$ cat config.mk
export PLATFORM = sky130hd
export DESIGN_NAME = mod7_seq_monitor
export DESIGN_NICKNAME = d
export VERILOG_FILES = /design/src/rtl/mod7_seq_monitor_pkg.sv /design/src/rtl/mod7_seg7_dec.sv /design/src/rtl/mod7_seq_monitor.sv
export SDC_FILE = /design/constraint.sdc
export NUM_CORES = 1
export LEC_CHECK = 0
export CAP_MARGIN = 40
export CORE_ASPECT_RATIO = 0.6
export CORE_MARGIN = 2
export CORE_UTILIZATION = 40
export DETAILED_ROUTE_END_ITERATION = 16
export HOLD_SLACK_MARGIN = 0.08
export SLEW_MARGIN = 5
export SYNTH_ARGS = -nofsm -noshare
export SYNTH_HDL_FRONTEND = slang
export SYNTH_SLANG_ARGS = --single-unit
$ cat constraint.sdc
create_clock -name clk -period 3.6 [get_ports clk]
set_input_delay 0.36 -clock clk [delete_from_list [all_inputs] [get_ports clk]]
set_output_delay 0.36 -clock clk [all_outputs]
set_load 0.05 [all_outputs]
$ cat src/rtl/mod7_seq_monitor_pkg.sv
// Shared definitions for the mod-7 sequence monitor: FSM states, counter codes,
// 7-segment patterns ({a,b,c,d,e,f,g}, active-high) and the successor function.
package mod7_seq_monitor_pkg;

    typedef enum logic [1:0] {
        HUNT  = 2'd0,
        LOCK  = 2'd1,
        FAULT = 2'd2,
        SPARE = 2'd3
    } fsm_t;

    localparam logic [2:0] MOD7_LAST    = 3'd6;
    localparam logic [2:0] MOD7_ILLEGAL = 3'd7;

    localparam logic [6:0] SEG_0    = 7'b1111110;
    localparam logic [6:0] SEG_1    = 7'b0110000;
    localparam logic [6:0] SEG_2    = 7'b1101101;
    localparam logic [6:0] SEG_3    = 7'b1111001;
    localparam logic [6:0] SEG_4    = 7'b0110011;
    localparam logic [6:0] SEG_5    = 7'b1011011;
    localparam logic [6:0] SEG_6    = 7'b1011111;
    localparam logic [6:0] SEG_E    = 7'b1001111;
    localparam logic [6:0] SEG_DASH = 7'b0000001;

    // The illegal code maps to itself so that it can never be a valid successor.
    function automatic logic [2:0] mod7_nxt(input logic [2:0] s);
        if (s == MOD7_ILLEGAL)
            return MOD7_ILLEGAL;
        else if (s == MOD7_LAST)
            return 3'd0;
        else
            return s + 3'd1;
    endfunction

endpackage

$ cat src/rtl/mod7_seg7_dec.sv
// Combinational 3-bit code to 7-segment decoder; digits 0-6, "E" for code 7.
// Only compiled when MOD7_SEG_DECODE_EN is defined.
`ifdef MOD7_SEG_DECODE_EN
module mod7_seg7_dec
    import mod7_seq_monitor_pkg::*;
(
    input  logic [2:0] code,
    output logic [6:0] seg
);

    always_comb begin
        seg = SEG_E;
        case (code)
            3'd0: seg = SEG_0;
            3'd1: seg = SEG_1;
            3'd2: seg = SEG_2;
            3'd3: seg = SEG_3;
            3'd4: seg = SEG_4;
            3'd5: seg = SEG_5;
            3'd6: seg = SEG_6;
            default: seg = SEG_E;
        endcase
    end

endmodule
`endif

$ cat src/rtl/mod7_seq_monitor.sv
// Lock/fault monitor for a mod-7 state counter bus (0..6, 7 illegal).
// Optional 7-segment output of the last sample under MOD7_SEG_DECODE_EN.
module mod7_seq_monitor
    import mod7_seq_monitor_pkg::*;
#(
    parameter int LOCK_CNT = 3,
    parameter int WRAP_W   = 8,
    parameter int ERR_W    = 4
) (
    input  logic              clk,
    input  logic              rst,
    input  logic              en,
    input  logic              clr,
    input  logic [2:0]        state_in,
    output logic              locked,
    output logic              fault,
    output logic [WRAP_W-1:0] wrap_cnt,
    output logic [ERR_W-1:0]  err_cnt,
`ifdef MOD7_SEG_DECODE_EN
    output logic [6:0]        seg,
`endif
    output logic [2:0]        last_state
);

    localparam logic [2:0] LOCK_TGT = 3'(LOCK_CNT);

    fsm_t              fsm_reg, fsm_next;
    logic [2:0]        run_cnt_reg, run_cnt_next;
    logic [WRAP_W-1:0] wrap_cnt_reg, wrap_cnt_next;
    logic [ERR_W-1:0]  err_cnt_reg, err_cnt_next;
    logic [2:0]        last_state_reg;
    logic              have_prev_reg;
    logic              match;
    logic [2:0]        run_inc;

    assign match   = have_prev_reg
                   && (state_in == mod7_nxt(last_state_reg))
                   && (state_in != MOD7_ILLEGAL);
    assign run_inc = run_cnt_reg + 3'd1;

    always_comb begin
        fsm_next      = fsm_reg;
        run_cnt_next  = run_cnt_reg;
        wrap_cnt_next = wrap_cnt_reg;
        err_cnt_next  = err_cnt_reg;
        case (fsm_reg)
            HUNT: begin
                if (match) begin
                    if (run_inc == LOCK_TGT) begin
                        fsm_next     = LOCK;
                        run_cnt_next = '0;
                    end else begin
                        run_cnt_next = run_inc;
                    end
                end else begin
                    run_cnt_next = '0;
                end
            end
            LOCK: begin
                if (match) begin
                    if (last_state_reg == MOD7_LAST && state_in == 3'd0)
                        wrap_cnt_next = wrap_cnt_reg + 1'b1;
                end else begin
                    fsm_next = FAULT;
                    if (err_cnt_reg != '1)
                        err_cnt_next = err_cnt_reg + 1'b1;
                end
            end
            FAULT: fsm_next = FAULT;
            default: begin
                fsm_next     = HUNT;
                run_cnt_next = '0;
            end
        endcase
    end

    // clr wins over en and discards the sample; err_cnt survives clr.
    always_ff @(posedge clk or negedge rst) begin
        if (!rst) begin
            fsm_reg        <= HUNT;
            run_cnt_reg    <= '0;
            wrap_cnt_reg   <= '0;
            err_cnt_reg    <= '0;
            last_state_reg <= '0;
            have_prev_reg  <= 1'b0;
        end else if (clr) begin
            fsm_reg       <= HUNT;
            run_cnt_reg   <= '0;
            wrap_cnt_reg  <= '0;
            have_prev_reg <= 1'b0;
        end else if (en) begin
            fsm_reg        <= fsm_next;
            run_cnt_reg    <= run_cnt_next;
            wrap_cnt_reg   <= wrap_cnt_next;
            err_cnt_reg    <= err_cnt_next;
            last_state_reg <= state_in;
            have_prev_reg  <= 1'b1;
        end
    end

    assign locked     = (fsm_reg == LOCK);
    assign fault      = (fsm_reg == FAULT);
    assign wrap_cnt   = wrap_cnt_reg;
    assign err_cnt    = err_cnt_reg;
    assign last_state = last_state_reg;

`ifdef MOD7_SEG_DECODE_EN
    logic [6:0] seg_reg;
    logic [6:0] seg_pat;

    mod7_seg7_dec u_seg_dec (
        .code (state_in),
        .seg  (seg_pat)
    );

    // Tracks last_state exactly: same reset, same enable, untouched by clr.
    always_ff @(posedge clk or negedge rst) begin
        if (!rst)
            seg_reg <= SEG_0;
        else if (!clr && en)
            seg_reg <= seg_pat;
    end

    assign seg = (fsm_reg == FAULT) ? SEG_DASH : seg_reg;
`endif

endmodule

**Word-level counts from Yosys, hierarchy flattened**

Cells that the tools add are included.

- Add/sub/neg operators: 4
- Eq/ne operators: 12
- Mux-type cells: 20
- Bitwise gates (word level): 2
- Reduce and logical (&&, ||, !) cells: 15

Operators with widths:

| operator | number |
|---|---|
| 2-to-1 mux 8 bit | 5 |
| 2-to-1 mux 3 bit | 6 |
| inequality test 3 bit, second input constant | 4 |
| 2-to-1 mux 2 bit | 5 |
| adder 8 x 1 -> 8 bit, second input constant | 1 |
| AND reduction 4 bit | 2 |
| nonzero test 2 bit | 4 |
| adder 3 x 1 -> 3 bit, second input constant | 2 |
| == test 3 bit, second input constant | 2 |
| case mux 2 bit (3 select lines) | 1 |
| case mux 3 bit (2 select lines) | 1 |
| AND reduction 5 bit | 1 |
| adder 4 x 1 -> 4 bit, second input constant | 1 |
| inequality test 4 bit, second input constant | 1 |
| AND reduction 2 bit | 2 |
| == test 3 x 2 -> 1 bit, second input constant | 1 |
| == test 3 bit | 1 |
| logical AND 1 bit | 3 |
| zero test 3 bit | 1 |
| == test 2 x 1 -> 1 bit, second input constant | 1 |
| == test 2 bit, second input constant | 1 |
| zero test 2 bit | 1 |
| 2-to-1 mux 1 bit | 2 |
| inequality test 2 x 1 -> 1 bit, second input constant | 1 |
| other kinds (2) | 3 |

- Flip-flop bits (word level): 21
- Input bits: 7
- Output and inout port bits: 17
- Word-level logic and storage cells: 59

**Longest topological paths before layout**

- Depth in word-level cells: 10
- Mapped depth: 8
- Mapped depth without buffers: 8

**Worst setup path after synthesis**

OpenSTA, ideal clock, no wires.

- Path type: reg-to-reg
- Start: reg last_state_reg[0] (netlist: last_state[0])
- End: reg run_cnt_reg[0]
- Library setup time: 0.076 ns
- Arrival: 2.134 ns
- Data required time: 3.524 ns
- Path slack: 1.389 ns
- Stages on the path, launching flop included: 7
- Buffers on the path: 1
- Clock period less this slack: 2.211 ns
- Cells stage by stage: dfrtp_1 -> buf_6 -> or3_4 -> a31oi_4 -> o21ai_2 -> or4_1 -> o21ai_1

- Word-level cells in the longest chain between the ends: 10
- Elaborated cells between the ends (all ways): 12
- Those cells by class: 1 x add/sub; 3 x eq/ne; 6 x mux; 2 x reduce/logical

RTL lines:

| what | RTL line | text |
|---|---|---|
| start: declaration | mod7_seq_monitor.sv:31 | `logic [2:0] last_state_reg;` |
| start signal: assignment | mod7_seq_monitor.sv:96 | `last_state_reg <= state_in;` |
| adder 3 x 1 -> 3 bit / == test 3 bit (equally long branches) | mod7_seq_monitor_pkg.sv:32, mod7_seq_monitor_pkg.sv:29 |  |
| 2-to-1 mux 3 bit | mod7_seq_monitor_pkg.sv:29 | `else if (s == MOD7_LAST)` |
| 2-to-1 mux 3 bit * | mod7_seq_monitor_pkg.sv:27 | `if (s == MOD7_ILLEGAL)` |
| == test 3 bit * | mod7_seq_monitor.sv:37 | `&& (state_in == mod7_nxt(last_state_reg))` |
| logical AND 1 bit * | mod7_seq_monitor.sv:37 |  |
| logical AND 1 bit * | mod7_seq_monitor.sv:38 | `&& (state_in != MOD7_ILLEGAL);` |
| 2-to-1 mux 3 bit * | mod7_seq_monitor.sv:48 | `if (match) begin` |
| case mux 3 bit (2 select lines) * | mod7_seq_monitor.sv:46 | `case (fsm_reg)` |
| 2-to-1 mux 3 bit * | mod7_seq_monitor.sv:91 | `end else if (en) begin` |
| 2-to-1 mux 3 bit * | mod7_seq_monitor.sv:86 | `end else if (clr) begin` |
| end signal: assignment | mod7_seq_monitor.sv:93 | `run_cnt_reg <= run_cnt_next;` |
| end: declaration | mod7_seq_monitor.sv:28 | `logic [2:0] run_cnt_reg, run_cnt_next;` |

Every way passes the cells marked *; elsewhere a longest branch is shown, timed or not. The select of a mux whose other input is x is not followed.
A chain may end at the register's enable or synchronous reset.

**Worst setup path in the final report**

- Start: in state_in[1]
- End: reg err_cnt_reg[1] (netlist: err_cnt[1])

- Word-level cells in the longest chain between the ends: 5
- Elaborated cells between the ends (all ways): 6
- Those cells by class: 2 x eq/ne; 1 x bitwise; 3 x reduce/logical

RTL lines:

| what | RTL line | text |
|---|---|---|
| start: declaration | mod7_seq_monitor.sv:14 | `input logic [2:0] state_in,` |
| == test 3 bit | mod7_seq_monitor.sv:37 |  |
| logical AND 1 bit | mod7_seq_monitor.sv:37 |  |
| logical AND 1 bit * | mod7_seq_monitor.sv:38 |  |
| NOT 1 bit (no source line) * | - |  |
| AND reduction 5 bit (no source line) * | - |  |
| end signal: assignment | mod7_seq_monitor.sv:95 | `err_cnt_reg <= err_cnt_next;` |
| end: declaration | mod7_seq_monitor.sv:30 | `logic [ERR_W-1:0] err_cnt_reg, err_cnt_next;` |

Every way passes the cells marked *; elsewhere a longest branch is shown, timed or not.

==> results <==
- Derived from the worst setup path, the maximum achievable clock frequency is 449 MHz.
- After the first detailed-routing iteration, the DRC count stood at 48.
- The simple-gate share of the synthesized area is 21.7%.
- The main combinational cell family by area after synthesis is simple AND/OR/NAND/NOR gates.
- The power density over cell area is 316 nW/µm².
- The vertical die dimension is 47.6 µm.
- The xor and xnor area share after synthesis is 6.92%.
- The detail-routed via count per cell is 5.03.
- The number of antenna violations at the first check in global routing came to 0.
- The dominant synthesized flop cell is sky130_fd_sc_hd__dfrtp_1.
- The register with the most flip-flops in the layout has 8 of them.
- The floorplan has 15 rows.
- The DRC violation count after routing is 0.
- The first-pass GRT wire length is 4440 µm.
- Detailed routing placed a total of 85 µm of wire on met3.
- The worst hold slack is 0.371 ns.
- The number of gates resized after CTS is 0.
- The clock input transition at the sequential cells of the worst setup and hold paths is 0.07 ns.
- The worst endpoint required time is 3.74 ns.
- After the last flow step, the layout net total stands at 163.
- The count of input and output buffers is 23.
- 24 I/O pins were placed.
- The setup skew after layout is 0.00337 ns.
- Data arrives at the worst endpoint at 2.37 ns.
- The worst-case IR drop observed on VDD is 0.000163 V.
- The longest clock path from root to sink contains 2 buffers.
- The count of hold buffers inserted by post-cts repair is 0.
- The number of warnings printed during yosys synthesis is 0.
- The portion of total power attributed to sequential cells is 51.2%.
- Of all flip-flops after synthesis, the portion carrying an async set or reset was 100%.
- The number of cells produced by synthesis is 123.
- Cells with a size suffix above 1 make up 8.78% of the layout.
- The worst setup path is captured at a flip-flop.
- Combinational logic is responsible for 18.6% of the overall power.
- The share of the cycle needed by the critical path after routing is 61.8%.
- The number of antenna diodes in the final layout is 0.
- Across all register-to-register paths, the minimum setup slack is 1.47 ns.
- The total number of vias is 955.
- The number of clock buffers added by TritonCTS is 3.
- The hold violation count in the final report was 0.
- In this run the horizontal extent of the chip is 76.6 µm.
- The number of nets in the synthesized netlist is 137.
- The share of the synthesized area in compound gates (AO/OA/AOI/OAI) is 13.1%.
- The max-cap check violation count is 0.
- The area added between synthesis and finish is 25.6%.
- Wire segments on met2 add up to 1030 µm in the final route.
- The worst min-delay path category is in -> async.
- Along the worst path, the maximum fanout reaches 8.
- The number of global-route vias before repair is 919.
- The share of the core filled with cells in the final layout is 54.0%.
- The multi-input gate area in the final layout is 692 µm².
- The worst pin sits at a relative slew slack of 65.3%.
- Summed over all failing endpoints, the final setup total negative slack is 0 ns.
- The number of failing setup endpoints in the final timing report is 0.
- Internal power comes to 0.358 mW.
- The slew at the pin closest to its max-slew limit is 0.519 ns.
- The number of slew-limit violations in the final report was 0.
- Routed signal wires occupy layers up through met3.
- The iteration count of the initial detailed-routing pass is 4.
- The clock latency on the worst-skew pair is 0.26 ns.
- The TritonCTS clock tree is yes.
- After global routing the overflow that remains totals 0.
- The multiplexer fraction of the synthesized cell area is 5.93%.
- The pin count of the biggest net entering global routing is 16.
- Setup repair after global routing left no endpoint under its margin.
- The H-tree depth reported by CTS is 1.
- The leakage dissipation is 0.697 nW.
- The clock sink count is 21.
- The post-detailed-placement half-perimeter wirelength is 2020 µm.
- The initial standard-cell utilization of the core is 43.0%.
- The area share of fa/ha/maj cells after synthesis is 6.92%.
- The area taken by flip-flops and latches is 526 µm².
- The die area is 3650 µm².
- The number of enable-type register cells in the synthesized netlist is 0.
- The capture instance of the worst register-to-register path is wrap_cnt[7].
- Synthesis inferred 21 register bits.
- The master cell of the clock root buffer is sky130_fd_sc_hd__clkbuf_8.
- For this block, the routed nets add up to 2570 µm of wire.
- The part of the total power dissipated in the clock network is 30.2%.
- The sequential fraction of the synthesis area is 41.5%.
- The commonest non-fill, non-tap cell in the layout is sky130_fd_sc_hd__clkdlybuf4s50_1.
- The weighted congestion at the end of routability-driven global placement is 0.856.
- Counting the fill cells in the layout gives 274.
- The top cell types in the final layout, fill and taps aside, are 23 x sky130_fd_sc_hd__clkdlybuf4s50_1, 21 x sky130_fd_sc_hd__dfrtp_1, 9 x sky130_fd_sc_hd__nor2_1.
- The post-synthesis cell type count is 41.
- Dividing the detail-routed wire length by the instance count gives 13.5 µm.
- The run finished with clean final reports.
- The critical path is of the in -> reg type.
- Summing every instance area after synthesis gives 1270 µm².
- The final period demand of the worst path is 2.23 ns.
- The synthesized area per cell is 10.3 µm².
- The post-route antenna net violation count is 0.
- The startpoint of the lowest-slack register-to-register path is last_state[0].
- Measured in cells, the most critical reg-to-reg path has a length of 5.
- The number of setup buffers added after CTS is 0.
- The switching part of the total power is 28.8%.
- The switching power is 0.145 mW.
- The worst setup path is launched from a primary input.
- In the final routing, the length of wire on met1 measures 1450 µm.
- In this run the standard cell core region covers 2950 µm².
- The combined global-route utilization of all metal layers is 16.0%.
-- Yosys cell counts, types with 2 or more instances --
cell type / instances / area [µm²]
sky130_fd_sc_hd__a21oi_1: 4 / 20.0
sky130_fd_sc_hd__and3_1: 3 / 18.8
sky130_fd_sc_hd__clkbuf_1: 2 / 7.51
sky130_fd_sc_hd__dfrtp_1: 21 / 526
sky130_fd_sc_hd__ha_1: 7 / 87.6
sky130_fd_sc_hd__inv_1: 8 / 30.0
sky130_fd_sc_hd__mux2_2: 3 / 33.8
sky130_fd_sc_hd__mux2i_1: 3 / 30.0
sky130_fd_sc_hd__nand2_1: 8 / 30.0
sky130_fd_sc_hd__nand2b_1: 6 / 37.5
sky130_fd_sc_hd__nand3_1: 5 / 25.0
sky130_fd_sc_hd__nor2_1: 9 / 33.8
sky130_fd_sc_hd__nor2b_1: 2 / 12.5
sky130_fd_sc_hd__nor3_1: 2 / 10.0
sky130_fd_sc_hd__o21ai_0: 3 / 15.0
sky130_fd_sc_hd__o21ai_1: 3 / 15.0
sky130_fd_sc_hd__or4_1: 2 / 15.0
sky130_fd_sc_hd__xnor2_1: 4 / 35.0
sky130_fd_sc_hd__xor2_1: 6 / 52.6
-- per-layer routing --
metal / global-route usage, % / vias up
met1: 23.7 / 458
met2: 24.1 / 13
met4: 3.27 / 0
met5: 0 / -
li1: - / 484
met3: 4.15 / 0
-- stage by stage --
| step | instances | power (mW) | setup slack (ns) | area, µm² |
|---|---|---|---|---|
| detailed placement | 186 | 0.356 | 1.12 | 1550 |
| floorplan | 123 | 0.324 | 1.39 | 1270 |
| finish | 190 | 0.503 | 1.37 | 1590 |
| CTS | 190 | 0.511 | 1.38 | 1590 |
| global placement | 185 | 0.353 | 1.17 | 1530 |
| global route | 190 | 0.532 | 1.22 | 1590 |
-- worst max-delay path: stages --
cell and delay, ns:
sky130_fd_sc_hd__clkdlybuf4s50_1 0.61, sky130_fd_sc_hd__nor3b_1 0.08, sky130_fd_sc_hd__o31ai_1 0.38, sky130_fd_sc_hd__a31oi_4 0.07, sky130_fd_sc_hd__o21ai_2 0.30, sky130_fd_sc_hd__and2_1 0.23, sky130_fd_sc_hd__mux2_1 0.34
-- worst max path at each step --
stage	start	endpoint	slack (ns)
final	state_in[1]	err_cnt[1]	1.37
after global placement	state_in[2]	wrap_cnt[7]	1.17
after detailed placement	state_in[1]	err_cnt[1]	1.12
after CTS	state_in[1]	err_cnt[1]	1.38
after global routing	state_in[1]	err_cnt[1]	1.22
after floorplan	last_state[0]	run_cnt_reg[0]	1.39
-- power groups by stage --
stage	clock network, mW	logic (mW)	registers, mW
after floorplan	0	0.0529	0.271
final	0.152	0.0934	0.258
after CTS	0.159	0.0940	0.257
after detailed placement	0	0.0938	0.262
after global placement	0	0.0920	0.261
after global routing	0.170	0.101	0.260
-- layout make-up --
| class | count | area share [%] |
|---|---|---|
| flip-flops and latches | 21 | 33.0 |
| well taps | 42 | 3.30 |
| multi-input cells | 91 | 43.5 |
| clock buffers | 4 | 2.83 |
| repair buffers | 24 | 15.4 |
| inverters | 8 | 1.89 |
-- logic make-up (layout without fill, tap and decap cells) --
family | after synthesis | in the layout
xor gates and xnor gates | 10 | 10
DFF | 21 | 21
muxes | 7 | 7
AOI/OAI and AO/OA | 20 | 20
buffers and inverters | 11 | 36
and+or+nand+nor | 47 | 47
adders and majority gates | 7 | 7
Note: power is estimated with default switching activity, not from simulation.
